$ cat src/rtl/sign_ext_arbiter_pkg.sv
// Shared definitions for the sign/zero-extension arbiter and the decode stage.
package sign_ext_arbiter_pkg;

  localparam int DEF_IN_WIDTH  = 3;
  localparam int DEF_OUT_WIDTH = 8;

  typedef enum logic {
    ST_EMPTY = 1'b0,
    ST_FULL  = 1'b1
  } state_e;

  function automatic int unsigned clog2(input int unsigned v);
    int unsigned r;
    r = 0;
    while ((32'd1 << r) < v) r++;
    return r;
  endfunction

endpackage

$ cat src/rtl/sign_ext_arbiter_core.sv
// Combinational sign/zero extension of one IN_WIDTH field to OUT_WIDTH bits.
module sign_ext_core
  import sign_ext_arbiter_pkg::*;
#(
  parameter int IN_WIDTH  = DEF_IN_WIDTH,
  parameter int OUT_WIDTH = DEF_OUT_WIDTH
) (
  input  logic [IN_WIDTH-1:0]  in_field,
  input  logic                 zext,
  output logic [OUT_WIDTH-1:0] out_field
);

  logic fill;

  always_comb begin
    fill      = zext ? 1'b0 : in_field[IN_WIDTH-1];
    out_field = {{(OUT_WIDTH-IN_WIDTH){fill}}, in_field};
  end

endmodule

$ cat src/rtl/sign_ext_arbiter.sv
// Round-robin arbiter sharing one extension datapath, with a single-entry
// valid/ready output register tagged with the winning requester's ID.
module sign_ext_arbiter
  import sign_ext_arbiter_pkg::*;
#(
  parameter  int NUM_REQ   = 4,
  parameter  int IN_WIDTH  = DEF_IN_WIDTH,
  parameter  int OUT_WIDTH = DEF_OUT_WIDTH,
  localparam int ID_W      = clog2(NUM_REQ)
) (
  input  logic                         clock,
  input  logic                         reset,
  input  logic [NUM_REQ-1:0]           req,
  input  logic [NUM_REQ*IN_WIDTH-1:0]  req_data,
  input  logic [NUM_REQ-1:0]           req_zext,
  output logic [NUM_REQ-1:0]           gnt,
  output logic                         out_valid,
  output logic [OUT_WIDTH-1:0]         out_data,
  output logic [ID_W-1:0]              out_id,
  input  logic                         out_ready
);

  state_e                state;
  logic [ID_W-1:0]       rr_ptr;
  logic [ID_W-1:0]       winner;
  logic [ID_W-1:0]       idx;
  logic                  found;
  logic                  can_accept;
  logic                  take;
  logic [IN_WIDTH-1:0]   sel_field;
  logic                  sel_zext;
  logic [OUT_WIDTH-1:0]  ext_field;

  // Search from rr_ptr upward with explicit modulo so non-power-of-two
  // NUM_REQ wraps from NUM_REQ-1 back to 0.
  always_comb begin
    winner    = '0;
    idx       = '0;
    found     = 1'b0;
    sel_field = '0;
    sel_zext  = 1'b0;
    for (int unsigned k = 0; k < NUM_REQ; k++) begin
      idx = ID_W'((32'(rr_ptr) + k) % NUM_REQ);
      if (!found && req[idx]) begin
        found     = 1'b1;
        winner    = idx;
        sel_field = req_data[idx*IN_WIDTH +: IN_WIDTH];
        sel_zext  = req_zext[idx];
      end
    end
    can_accept = (state == ST_EMPTY) || (out_valid && out_ready);
    take       = found && can_accept && !reset;
    gnt        = '0;
    if (take) gnt[winner] = 1'b1;
  end

  sign_ext_core #(
    .IN_WIDTH  (IN_WIDTH),
    .OUT_WIDTH (OUT_WIDTH)
  ) u_core (
    .in_field  (sel_field),
    .zext      (sel_zext),
    .out_field (ext_field)
  );

  always_ff @(posedge clock) begin
    if (reset) begin
      state     <= ST_EMPTY;
      out_valid <= 1'b0;
      out_data  <= '0;
      out_id    <= '0;
      rr_ptr    <= '0;
    end else if (take) begin
      state     <= ST_FULL;
      out_valid <= 1'b1;
      out_data  <= ext_field;
      out_id    <= winner;
      rr_ptr    <= (winner == ID_W'(NUM_REQ-1)) ? '0 : winner + 1'b1;
    end else if (out_valid && out_ready) begin
      state     <= ST_EMPTY;
      out_valid <= 1'b0;
    end
  end

endmodule

$ cat config.mk
export PLATFORM = sky130hd
export DESIGN_NAME = sign_ext_arbiter
export DESIGN_NICKNAME = d
export VERILOG_FILES = /design/src/rtl/sign_ext_arbiter_pkg.sv /design/src/rtl/sign_ext_arbiter_core.sv /design/src/rtl/sign_ext_arbiter.sv
export SDC_FILE = /design/constraint.sdc
export NUM_CORES = 1
export LEC_CHECK = 0
export CAP_MARGIN = 5
export CORE_AREA = 4 4 58 55
export CTS_CLUSTER_SIZE = 16
export DETAILED_ROUTE_END_ITERATION = 6
export DIE_AREA = 0 0 62 59
export PLACE_DENSITY = 0.77
export SLEW_MARGIN = 20
export SYNTH_ARGS = -nofsm -noshare
export SYNTH_HDL_FRONTEND = slang
export SYNTH_SLANG_ARGS = --single-unit
$ cat constraint.sdc
create_clock -name clock -period 2.2 [get_ports clock]
set_input_delay 0.33 -clock clock [delete_from_list [all_inputs] [get_ports clock]]
set_output_delay 0.33 -clock clock [all_outputs]
set_load 0.1 [all_outputs]
# After elaboration in Yosys (flattened, before gate mapping)
# Index checks and enable logic that the tools add are counted.
word_totals:
  out_inout_bits: 15
  register_bits: 9
  word_cells: 76
  inputBits: 23
op_classes:
  multipliers: 4
  shifts: 4
  n_addsub: 4
  bitwise: 1
  n_mux: 39
  reduce_logical: 13
  magnitude_cmp: 6
  n_eq_ne: 1
op_table:
  columns: ["cell", "count"]
  rows:
  - ["12-bit by 5-bit indexed part select with 3-bit output", 4]
  - ["1-bit two-way mux", 20]
  - ["1-bit binary-select mux with 2-bit select", 8]
  - ["2-bit by 2-bit multiplier with 4-bit output, second input constant", 4]
  - ["2-bit by 3-bit less-than comparator with 1-bit output, second input constant", 5]
  - ["3-bit two-way mux", 4]
  - ["2-bit two-way mux", 5]
  - ["1-bit logical AND", 7]
  - ["2-bit by 1-bit adder with 2-bit output, second input constant", 2]
  - ["2-bit adder, second input constant", 2]
  - ["1-bit zero test", 4]
  - ["4-bit two-way mux", 1]
  - ["1-bit demux with 2-bit select", 1]
  - ["2-bit == test, second input constant", 1]
  - ["2-bit by 1-bit >= comparator with 1-bit output, second input constant", 1]
  - ["2-bit nonzero test", 1]
  - ["1-bit logical OR", 1]
  - ["1-bit inverter", 1]

# Logic depth before layout (Yosys ltp)
logic_depth:
  word_depth: 17
  ltp_mapped: 8
  depth_no_buf: 7

# By module
# From an unflattened synthesis, not the netlist that was laid out.
unflattened:
  cells_unflattened: 165
  area_unflattened_um2: 1342.5
by_module_without_submodules:
  columns: ["mod", "area_each_um2", "instances", "cells_per_inst", "seq_area_each_um2"]
  rows:
  - ["sign_ext_arbiter", 1268.7, 1, 156, 260.2]
  - ["sign_ext_core", 73.8, 1, 9, 0.0]

# Worst setup path before layout
# Ideal clock, no wire load.
synth_timing:
  path_type: "flip-flop to output port"
  startpoint: "reg state"
  endpoint: "out gnt[0]"
  stages_incl_launch_ff: 5
  path_slack_ps: -274
  required_ps: 1870
  n_path_buf: 1
  t_arrival_ps: 2144
  path_cell_list: "dfxtp_1 > nor2b_1 > nor3_1 > clkbuf_1 > and2_1"
synth_via:
  elab_chain_len: 5
  word_cells_on_any_way: 6
  classes_between: "1 x mux; 1 x bitwise; 4 x reduce/logical"
synth_lines:
  columns: ["item", "line", "text"]
  rows:
  - ["start, declared", "sign_ext_arbiter.sv:23", "state_e state;"]
  - ["start signal, assigned", "sign_ext_arbiter.sv:68", "state <= ST_EMPTY;"]
  - ["start signal, assigned", "sign_ext_arbiter.sv:74", "state <= ST_FULL;"]
  - ["start signal, assigned", "sign_ext_arbiter.sv:80", "state <= ST_EMPTY;"]
  - ["1-bit logical AND / 1-bit inverter (equally long branches)", null, null]
  - ["1-bit logical OR (*)", "sign_ext_arbiter.sv:51", "can_accept = (state == ST_EMPTY) || (out_valid && out_ready);"]
  - ["1-bit logical AND (*) (2 in series)", "sign_ext_arbiter.sv:52", "take = found && can_accept && !reset;"]
  - ["4-bit two-way mux (*)", "sign_ext_arbiter.sv:54", "if (take) gnt[winner] = 1'b1;"]
  - ["end, declared", "sign_ext_arbiter.sv:16", "output logic [NUM_REQ-1:0] gnt,"]
# Every way passes the cells marked *; elsewhere a longest branch is shown, timed or not.

# Worst setup path in the final report
layout_timing:
  startpoint: "in req[3]"
  endpoint: "out gnt[3]"
layout_via:
  elab_chain_len: 17
  word_cells_on_any_way: 30
  classes_between: "2 x order compare; 19 x mux; 9 x reduce/logical"
layout_lines:
  columns: ["item", "line", "text"]
  rows:
  - ["start, declared", "sign_ext_arbiter.sv:13", "input logic [NUM_REQ-1:0] req,"]
  - ["1-bit binary-select mux with 2-bit select", "sign_ext_arbiter.sv:44", "if (!found && req[idx]) begin"]
  - ["1-bit two-way mux (implied by the code)", "sign_ext_arbiter.sv:44", null]
  - ["1-bit two-way mux", "sign_ext_arbiter.sv:44", null]
  - ["1-bit zero test", "sign_ext_arbiter.sv:44", null]
  - ["1-bit logical AND", "sign_ext_arbiter.sv:44", null]
  - ["1-bit two-way mux", "sign_ext_arbiter.sv:44", null]
  - ["1-bit zero test", "sign_ext_arbiter.sv:44", null]
  - ["1-bit logical AND", "sign_ext_arbiter.sv:44", null]
  - ["[... 2 more ...]", null, null]
  - ["1-bit logical AND", "sign_ext_arbiter.sv:44", null]
  - ["2-bit two-way mux (*)", "sign_ext_arbiter.sv:44", null]
  - ["named net winner[1]", "sign_ext_arbiter.sv:25", "logic [ID_W-1:0] winner;"]
  - ["2-bit by 3-bit less-than comparator with 1-bit output (implied by the code) / 2-bit by 1-bit >= comparator with 1-bit output (equally long branches)", "sign_ext_arbiter.sv:54", null]
  - ["1-bit logical AND (implied by the code)", "sign_ext_arbiter.sv:54", null]
  - ["1-bit two-way mux (implied by the code)", "sign_ext_arbiter.sv:54", null]
  - ["1-bit demux with 2-bit select (*)", "sign_ext_arbiter.sv:54", null]
  - ["4-bit two-way mux (*)", "sign_ext_arbiter.sv:54", null]
# Mark *: on every way through the listed nets, which the timed path passes. The rest lies on a longest branch. The select of a mux whose other input is x is not followed.

==> impl_metrics.env <==
export IMPL_yosysMostFrequentCell="mux2i_1"
export IMPL_drt_wirelength_per_cell_microns=15.5
export IMPL_worst_hold_slack_ns=0.458
export IMPL_die_area_sq_um=3660
export IMPL_vias_per_cell=5.91
export IMPL_dp_hpwl_mm=2.73
export IMPL_gp_congestion=0.956
export IMPL_top_level_ports=38
export IMPL_stdcell_area_sq_um=1720
export IMPL_fin_total_pwr_mw=1.31
export IMPL_drive_above_1_share_pct=34.9
export IMPL_skew_ns=0.000770
export IMPL_max_freq_ghz=0.479
export IMPL_area_growth_pct=50.8
export IMPL_fp_dieW_microns=62
export IMPL_grt_usage_pct=20.2
export IMPL_fin_crit_sh_pct=94.9
export IMPL_worstPathArrival_ns=1.76
export IMPL_worst_path_max_fanout=6
export IMPL_yosys_area_top_type="dfxtp_1"
export IMPL_start_util_pct=43.2
export IMPL_syn_nets=168
export IMPL_hold_buffers=0
export IMPL_synthCells=141
export IMPL_hold_class="reg -> reg"
export IMPL_crit_type="in -> out"
export IMPL_stdcell_count=222
export IMPL_route_vias_total=1311
export IMPL_critPathLaunchType="input pin"
export IMPL_maxCapViolations=0
export IMPL_diodes=0
export IMPL_numCtsBuffers=3
export IMPL_nNetsFinal=220
export IMPL_core_area_sq_um=2640
export IMPL_yosysUniqueCellTypes=44
export IMPL_synth_top_area_share_pct=15.8
export IMPL_grt_max_degree=23
export IMPL_tns_ns=0
export IMPL_dp_cells=218
export IMPL_setup_viol=0
export IMPL_period_needed_ns=2.09
export IMPL_synth_edf_count=0
export IMPL_synth_common_cells="mux2i_1 (11), nand2_1 (10), dfxtp_1 (9)"
export IMPL_relSlewSlack_pct=74.9
export IMPL_antenna_found_initial=0
export IMPL_dpl_instance_area_sq_um=1670
export IMPL_fp_dieH_microns=59
export IMPL_worstSkewPairLatency_ns=0.26
export IMPL_worstSetupEndpointType="primary output"
export IMPL_rsz0062_at_grt="false"
export IMPL_power_density_nw_per_um2=762
export IMPL_critPathRequiredTime_ns=1.87
export IMPL_ys_seq_elements=9
export IMPL_grt_pass1_vias=1311
export IMPL_yosysWarnings=0
export IMPL_grt_overflow=0
export IMPL_detail_route_first_pass_iterations=4
export IMPL_cts_path_max_buffers=2
export IMPL_synth_area_sq_um=1140
export IMPL_synth_area_leaders="dfxtp_1 (16%), mux2i_1 (9.7%), mux4_2 (7.9%)"
export IMPL_rrSetupSlack_ns=0.25
export IMPL_rows=18
export IMPL_power_leakage_nw=0.716
export IMPL_totalWireLength_mm=3.44
export IMPL_status="finished, final reports clean"
export IMPL_synthArstFlopShare_pct=0
export IMPL_cts_tree="yes"
export IMPL_numPortBuffers=37
export IMPL_drt_iter0_drc=33
export IMPL_root_buffer="clkbuf_4"
export IMPL_h_tree_depth=1
export IMPL_slew_viol_final=0
export IMPL_worst_slew_pin_slew_ns=0.372
export IMPL_ant_nets=0
export IMPL_seq_area_frac_synth_pct=15.8
export IMPL_clk_pin_slew_worst_paths_ns=0.06
export IMPL_ir_drop_v=0.000735
export IMPL_drc=0
export IMPL_grt_pass1_wl_mm=5.70
export IMPL_syn_area_per_cell_sq_um=8.07
export IMPL_hold_viol=0
export IMPL_ys_flop_type="dfxtp_1"
export IMPL_cts_sinks=9
[cell families (layout without fill, tap and decap cells)]
kind of cell	Yosys count	count (layout)	share of synthesized area (%)
compound gates	46	46	28.7
fa+ha+maj	4	4	4.40
buf+inv	19	70	8.47
flops	9	9	15.8
mux	16	16	18.6
simple gates	47	47	24.0
[through the flow]
step | utilization, % | setup slack (ns)
global route | 65.1 | 0.0247
CTS | 65.1 | 0.00353
global placement | 63.2 | -0.300
detailed placement | 63.2 | -0.330
finish | 65.1 | 0.113
floorplan | - | 0.00680
[final timing paths]
kind                 end         from  depth (start not counted)
min reg2reg  out_data[2]  out_data[2]                          1
min          out_data[2]  out_data[2]                          1
max reg2reg  out_data[3]    rr_ptr[0]                          6
max               gnt[3]       req[3]                          9
[repair_timing]
item                                    4_1_cts  5_1_grt
gates resized for setup                      16       12
endpoints found under the setup margin        5        4
setup buffers                                 0        0
pin swaps                                     4        4
[worst max-delay path: stages]
cell and delay [ns]:
dlygate4sd2_1 0.28, buf_4 0.15, buf_4 0.14, o21ai_1 0.14
buf_4 0.14, inv_1 0.05, ha_1 0.17, and2_2 0.18
buf_12 0.16
[cell usage in the layout, fill, tap and decap left out, types with 2 or more instances in the layout]
cell type        synthesis  routed
a211oi_1                 4       4
a21o_1                   3       3
a21oi_1                  8       8
a221oi_1                 2       2
a31oi_1                  3       3
a32o_1                   2       2
a32oi_1                  3       3
and2_2                   0       2
and2_4                   0       2
and3_1                   2       2
and3b_1                  2       2
buf_12                   0       4
buf_4                    4      35
clkbuf_2                 0       3
clkbuf_4                 0       3
clkdlybuf4s50_1          0      18
dfxtp_1                  9       7
ha_1                     4       4
inv_1                    5       4
mux2i_1                 11      11
mux4_2                   4       4
nand2_1                 10      10
nand3_1                  2       2
nand3b_1                 2       2
nor2_1                   5       3
nor2b_1                  8       6
nor2b_2                  0       2
nor4b_1                  2       2
o211ai_1                 2       2
o21ai_0                  8       5
o21ai_1                  0       3
o22ai_1                  2       2
o31ai_1                  2       2
[registers in the layout (all words and copies together) (netlist names)]
signal,flops
out_data,4
out_id,2
rr_ptr,2
state,1
[power by group]
part	internal [mW]	switching [mW]	leakage, nW
clock	0.0699	0.0583	0.0150
combinational	0.330	0.624	0.625
sequential	0.197	0.0274	0.0759
[cell type report]
class | instances | area [sq um]
Tap cell | 30 | 37.5
Sequential cell | 9 | 185
Clock buffer | 4 | 26.3
Multi-Input combinational cell | 113 | 901
Fill cell | 232 | 920
Timing Repair Buffer | 61 | 547
Inverter | 5 | 18.8
[routing by layer]
layer | track usage [%] | part of all wire, % | up-vias
li1 | - | - | 642
met1 | 24.4 | 40 | 606
met2 | 36.1 | 52 | 54
met3 | 1.31 | 5.0 | 9
met4 | 8.18 | 2.3 | 0
met5 | 0 | 0 | -
(Power assumes the default switching activity.)
